### src/rtl/dds_demod.sv
// Coherent integrate-and-dump demodulator for ASK / BPSK / QPSK.
// Correlates each received sample against a phase-aligned local sin/cos pair.
module dds_demod #(
    parameter int     SYMBOL_LEN = 300,
    parameter int     ACC_W      = 40,
    parameter longint ASK_THRESH = 268435456
) (
    input  logic               clk,
    input  logic               rst,
    input  logic               en,
    input  logic [3:0]         mode,
    input  logic               sym_start,
    input  logic               sample_valid,
    input  logic signed [11:0] wave,
    input  logic signed [11:0] ref_sin,
    input  logic signed [11:0] ref_cos,
    output logic [1:0]         data_out,
    output logic               data_valid,
    output logic               mode_err
);

    localparam int               CNT_W     = $clog2(SYMBOL_LEN);
    localparam logic [CNT_W-1:0] LAST_IDX  = CNT_W'(SYMBOL_LEN - 1);
    localparam logic [ACC_W-1:0] THRESH    = ACC_W'(ASK_THRESH);
    localparam logic [3:0]       MODE_ASK  = 4'b1000;
    localparam logic [3:0]       MODE_BPSK = 4'b1010;
    localparam logic [3:0]       MODE_QPSK = 4'b1100;

    typedef enum logic [1:0] {IDLE, INTEG, DUMP} state_t;

    state_t           state_reg, state_next;
    logic [CNT_W-1:0] cnt_reg, cnt_next;
    logic [3:0]       mode_q_reg, mode_q_next;
    logic             start, take, tag_first, tag_last;

    logic             s1_valid_reg, s1_first_reg, s1_last_reg;
    logic [3:0]       s1_mode_reg;
    logic             dump_reg;
    logic [3:0]       dump_mode_reg;
    logic [1:0]       data_out_reg;
    logic             data_valid_reg, mode_err_reg;

    logic signed [11:0]      carrier [2];
    logic signed [ACC_W-1:0] sum_w   [2];
    logic [ACC_W-2:0]        abs_w   [2];
    logic [ACC_W-1:0]        mag;
    logic [1:0]              dec_bits;
    logic                    dec_ok, dec_err;

    assign start = sym_start & sample_valid;

    always_comb begin
        state_next  = state_reg;
        cnt_next    = cnt_reg;
        mode_q_next = mode_q_reg;
        take        = 1'b0;
        tag_first   = 1'b0;
        tag_last    = 1'b0;
        case (state_reg)
            INTEG: begin
                // A new sym_start mid-symbol abandons the partial sums.
                if (start) begin
                    cnt_next    = CNT_W'(1);
                    mode_q_next = mode;
                    take        = 1'b1;
                    tag_first   = 1'b1;
                end else if (sample_valid) begin
                    take = 1'b1;
                    if (cnt_reg == LAST_IDX) begin
                        tag_last   = 1'b1;
                        cnt_next   = '0;
                        state_next = DUMP;
                    end else begin
                        cnt_next = cnt_reg + CNT_W'(1);
                    end
                end
            end
            default: begin
                state_next = IDLE;
                if (start) begin
                    state_next  = INTEG;
                    cnt_next    = CNT_W'(1);
                    mode_q_next = mode;
                    take        = 1'b1;
                    tag_first   = 1'b1;
                end
            end
        endcase
    end

    assign carrier[0] = ref_cos;
    assign carrier[1] = ref_sin;

    // Channel 0 is the in-phase (cos) correlator, channel 1 the quadrature (sin) one.
    for (genvar gi = 0; gi < 2; gi++) begin : g_chan
        logic signed [23:0]      prod_reg;
        logic signed [ACC_W-1:0] acc_reg, sum_reg, prod_ext, total;
        logic [ACC_W-1:0]        neg;

        assign prod_ext = {{(ACC_W-24){prod_reg[23]}}, prod_reg};
        assign total    = (s1_first_reg ? '0 : acc_reg) + prod_ext;

        always_ff @(posedge clk or negedge rst) begin
            if (!rst) begin
                prod_reg <= '0;
                acc_reg  <= '0;
                sum_reg  <= '0;
            end else if (en) begin
                if (take)
                    prod_reg <= 24'(wave) * 24'(carrier[gi]);
                if (s1_valid_reg) begin
                    if (s1_last_reg) begin
                        sum_reg <= total;
                        acc_reg <= '0;
                    end else begin
                        acc_reg <= total;
                    end
                end
            end
        end

        // Magnitude saturates so the most negative sum cannot wrap.
        assign neg        = -sum_reg;
        assign abs_w[gi]  = !sum_reg[ACC_W-1] ? sum_reg[ACC_W-2:0] :
                            (neg[ACC_W-1] ? '1 : neg[ACC_W-2:0]);
        assign sum_w[gi]  = sum_reg;
    end

    assign mag = {1'b0, abs_w[0]} + {1'b0, abs_w[1]};

    always_comb begin
        dec_bits = data_out_reg;
        dec_ok   = 1'b0;
        dec_err  = 1'b0;
        case (dump_mode_reg)
            MODE_ASK: begin
                dec_bits = {1'b0, mag >= THRESH};
                dec_ok   = 1'b1;
            end
            MODE_BPSK: begin
                dec_bits = {1'b0, sum_w[1][ACC_W-1]};
                dec_ok   = 1'b1;
            end
            MODE_QPSK: begin
                dec_bits = {sum_w[0][ACC_W-1], sum_w[1][ACC_W-1]};
                dec_ok   = 1'b1;
            end
            default: dec_err = 1'b1;
        endcase
    end

    always_ff @(posedge clk or negedge rst) begin
        if (!rst) begin
            state_reg      <= IDLE;
            cnt_reg        <= '0;
            mode_q_reg     <= '0;
            s1_valid_reg   <= 1'b0;
            s1_first_reg   <= 1'b0;
            s1_last_reg    <= 1'b0;
            s1_mode_reg    <= '0;
            dump_reg       <= 1'b0;
            dump_mode_reg  <= '0;
            data_out_reg   <= '0;
            data_valid_reg <= 1'b0;
            mode_err_reg   <= 1'b0;
        end else if (en) begin
            state_reg    <= state_next;
            cnt_reg      <= cnt_next;
            mode_q_reg   <= mode_q_next;
            s1_valid_reg <= take;
            s1_first_reg <= tag_first;
            s1_last_reg  <= tag_last;
            // The symbol's mode travels with its last product so a gapless
            // follow-on symbol can re-latch mode_q without disturbing it.
            if (tag_last)
                s1_mode_reg <= mode_q_reg;
            dump_reg <= s1_valid_reg & s1_last_reg;
            if (s1_valid_reg & s1_last_reg)
                dump_mode_reg <= s1_mode_reg;
            data_valid_reg <= dump_reg & dec_ok;
            mode_err_reg   <= dump_reg & dec_err;
            if (dump_reg & dec_ok)
                data_out_reg <= dec_bits;
        end
    end

    assign data_out   = data_out_reg;
    assign data_valid = data_valid_reg & en;
    assign mode_err   = mode_err_reg & en;

endmodule

### config.mk
export PLATFORM = sky130hd
export DESIGN_NAME = dds_demod
export DESIGN_NICKNAME = d
export VERILOG_FILES = /design/src/rtl/dds_demod.sv
export SDC_FILE = /design/constraint.sdc
export NUM_CORES = 2
export LEC_CHECK = 0
export ABC_CLOCK_PERIOD_IN_PS = 7800
export CAP_MARGIN = 20
export CORE_MARGIN = 2
export CORE_UTILIZATION = 55
export DETAILED_ROUTE_END_ITERATION = 10
export PLACE_DENSITY = 0.7
export SLEW_MARGIN = 20
export SYNTH_ARGS = -nofsm -noshare
export SYNTH_HDL_FRONTEND = slang
export SYNTH_SLANG_ARGS = --single-unit
### constraint.sdc
create_clock -name clk -period 7.8 [get_ports clk]
set_clock_uncertainty 0.15 [all_clocks]
set_input_delay 1.56 -clock clk [delete_from_list [all_inputs] [get_ports clk]]
set_output_delay 1.56 -clock clk [all_outputs]
set_load 0.02 [all_outputs]
==> out/summary.txt <==
======================================================================================================
Commonest cells after routing, fill and taps aside                                        411 x sky130_fd_sc_hd__nand2_1, 324 x sky130_fd_sc_hd__inv_1, 279 x sky130_fd_sc_hd__fa_1
Final worst-path setup slack                                                                  0.581 ns
Number of hold violations in the final report                                                        0
Violation count after the first detailed-route iteration                                          1413
GRT Total Usage                                                                                  0.262
Leakage                                                                                      0.0153 uW
Number of global-route vias before repair                                                        22800
Final antenna-violating net count                                                                    0
Crit path arrival time                                                                         7.50 ns
Critical setup path kind                                                                       reg2reg
Commonest non-fill, non-tap cell in the layout                                            sky130_fd_sc_hd__nand2_1
Depth of the most critical reg-to-reg path                                                          19
Effective utilization at floorplan                                                               0.556
Critical path startpoint category                                                                 flop
Number of inserted diodes                                                                            0
Worst r2r dst                                                                              data_out[0]
CTS hold repair buffers                                                                              0
Cell taking the most area after synthesis                                                 sky130_fd_sc_hd__dfrtp_1
Number of vias per cell after detailed routing                                                    5.84
Number of clock sinks                                                                              239
Outcome                                                                                      completed
Total of cells resized after clock tree synthesis                                                    0
Global-route wire length before repair                                                          114 mm
Clk_lat worst skew                                                                             0.55 ns
Pwr/cell area                                                                               365 mW/mm2
CTS root buf                                                                              sky130_fd_sc_hd__clkbuf_16
Count of vias placed by the detailed router                                                      22100
Mean post-synth cell area                                                                     8.95 um2
Maximum number of pins on one net before global-route repair                                       104
Clock transition at the register clock pins on the worst setup and hold paths after CTS        0.07 ns
Grt total ovfl                                                                                       0
Max H-tree Level                                                                                     1
Area share of the leading cell type in the synthesized netlist                                   0.215
Worst Setup EP                                                                             data_out[0]
Beginning of the critical path                                                            g_chan[0].sum_reg[2]
Max Buffers Root-to-Sink                                                                             3
Worst Tran Pin Value                                                                          0.997 ns
Worst reg2reg setup slack                                                                      0.58 ns
Total placed instance area                                                                  0.0290 mm2
Critical path capture point type                                                                  flop
Asr flop ratio synth                                                                              1.00
Antenna violations before repair                                                                     0
Height of the chip                                                                              229 um
Cell Count, Final, Fillers Out                                                                    3788
Post-Route WL                                                                                  67.1 mm
YS warnings                                                                                          0
Port buffer count                                                                                   48
Number of synthesized register bits                                                                239
Number of buffers added by the clock tree synthesis step                                            26
First drt pass iteration count                                                                       8
Mapped Cells                                                                                      3111
Top fanout value on the critical path                                                               18
Top-level port count                                                                                49
Sequential cell area fraction in the yosys report                                                0.215
Number of nets in the layout                                                                      3642
Number of endpoints failing setup at the final stage                                                 0
Design area                                                                                 0.0299 mm2
Post-Synthesis Net Count                                                                          3657
Slew Limit Fails                                                                                     0
Number of enable-type register cells in the synthesized netlist                                      0
Wirelength per Cell                                                                            17.7 um
Distinct cell type count of the synthesized netlist                                                 76
Max Clock Freq                                                                               0.139 GHz
Path class of the lowest-slack min-delay path                                                  reg2reg
Synth area leaders                                                                        sky130_fd_sc_hd__dfrtp_1 21%, sky130_fd_sc_hd__fa_1 20%, sky130_fd_sc_hd__ha_1 10%, sky130_fd_sc_hd__nand2_1 5.6%, sky130_fd_sc_hd__inv_1 4.4%
Worst-case vdd ir drop                                                                        0.281 mV
Share of final-layout standard cells stronger than drive strength 1                             0.0626
Number of setup buffers added after CTS                                                              0
Prevailing post-synth register cell                                                       sky130_fd_sc_hd__dfrtp_1
Critical Path RT                                                                               8.08 ns
Post-Route Utilization                                                                           0.598
Layout filler cell count                                                                          4350
Clock tree from TritonCTS                                                                          yes
Die area                                                                                    0.0524 mm2
Post-layout min period                                                                         7.22 ns
Area growth from synthesis to layout                                                             7.54%
Pre-CTS setup slack                                                                           0.223 ns
Post-synthesis instance area                                                                0.0278 mm2
Final clock period utilization by the worst path                                                 0.925
Placed cells                                                                                      3739
Accumulated negative setup slack                                                                  0 ns
Row count                                                                                           82
Half-perimeter wire length of the detailed placement result                                    53.1 mm
Horizontal extent of the die                                                                    229 um
Std-Cell Core Area                                                                          0.0501 mm2
Max-capacitance violation count                                                                      0
FF-to-FF Start                                                                            g_chan[0].sum_reg[2]
Headroom to the max-slew limit                                                                   0.334
Routability Congestion                                                                           0.922
Setup repair after global routing missed its margin                                              false
DRC errors left                                                                                      0
======================================================================================================
final cells by class:
class | instances | area (um2) | share of cell area
well taps | 672 | 841 | 0.0281
clock inverters | 9 | 156 | 0.00522
inverters | 324 | 1220 | 0.0406
clock buffers | 39 | 801 | 0.0267
flip-flops and latches | 239 | 5980 | 0.200
repair buffers | 91 | 810 | 0.0270
multi-input cells | 2414 | 20100 | 0.673
metal layers:
metal  global-route usage  part of all wire
met1                0.360              0.46
met3               0.0233             0.040
met2                0.447              0.48
met4               0.0676             0.022
met5                    0                 0
cells by family (layout without fill, tap and decap cells):
logic type	Yosys count	in the layout	synth area share
xor+xnor	161	161	0.0506
buf+inv	458	463	0.0629
compound gates	700	700	0.166
mux	81	81	0.0326
simple gates	971	971	0.173
flops	239	239	0.215
fa+ha+maj	501	501	0.300
power breakdown:
group	switching (uW)	internal, uW
Combinational	4370	3410
Sequential	239	1560
Clock	524	841
Total	5130	5810
worst max-delay path: stages (launching register included):
cell	delay, ns
sky130_fd_sc_hd__dfrtp_1	0.44
sky130_fd_sc_hd__nor2_1	0.19
sky130_fd_sc_hd__nor4b_1	0.67
sky130_fd_sc_hd__nand2_1	0.39
sky130_fd_sc_hd__nor4_2	0.56
sky130_fd_sc_hd__nand4_1	0.24
sky130_fd_sc_hd__or3_1	0.43
sky130_fd_sc_hd__or3_1	0.50
sky130_fd_sc_hd__and2_1	0.47
sky130_fd_sc_hd__a31oi_1	0.35
sky130_fd_sc_hd__ha_1	0.30
sky130_fd_sc_hd__a211o_1	0.30
sky130_fd_sc_hd__a211o_1	0.29
sky130_fd_sc_hd__a2111oi_0	0.58
sky130_fd_sc_hd__o31ai_1	0.20
sky130_fd_sc_hd__a211oi_1	0.39
sky130_fd_sc_hd__o21ai_0	0.16
sky130_fd_sc_hd__xnor2_1	0.16
sky130_fd_sc_hd__nand4_1	0.10
sky130_fd_sc_hd__o31a_1	0.24
cell usage after synthesis (all sizes together), types with 4 or more instances:
cell / instances
and2: 117
a22o: 67
a211o: 7
xnor2: 93
inv: 324
nand2b: 44
a21oi: 132
nor4: 9
a211oi: 24
xor2: 68
or3: 39
mux2: 78
or4: 12
o21ba: 4
nor2b: 97
fa: 279
a41oi: 7
nand3: 41
clkbuf: 124
o211ai: 7
nand2: 412
and3: 26
a21boi: 5
o21ai: 187
a21o: 93
nor3: 43
or2: 7
o31ai: 22
o41ai: 16
nand3b: 4
o21bai: 16
dfrtp: 239
a31oi: 29
nor2: 94
ha: 222
nand4: 14
buf: 10
o31a: 6
o21a: 43
how the worst min path moves through the flow:
stage	startpoint	to	cells after the start
2_1_floorplan	mode_q_reg[0]	s1_mode_reg[0]	2
3_3_place_gp	mode_q_reg[0]	s1_mode_reg[0]	2
3_5_place_dp	mode_q_reg[1]	s1_mode_reg[1]	2
4_1_cts	mode_q_reg[1]	s1_mode_reg[1]	2
5_1_grt	g_chan[0].acc_reg[24]	g_chan[0].acc_reg[24]	2
6_report	g_chan[0].acc_reg[24]	g_chan[0].acc_reg[24]	2
per-stage QoR:
step	hold slack (ns)	power, uW
finish	0.324	10900
global route	0.357	12100
CTS	0.329	11000
detailed placement	0.314	9560
global placement	0.304	9320
floorplan	0.283	7830
Note: power is estimated with default switching activity, not from simulation.
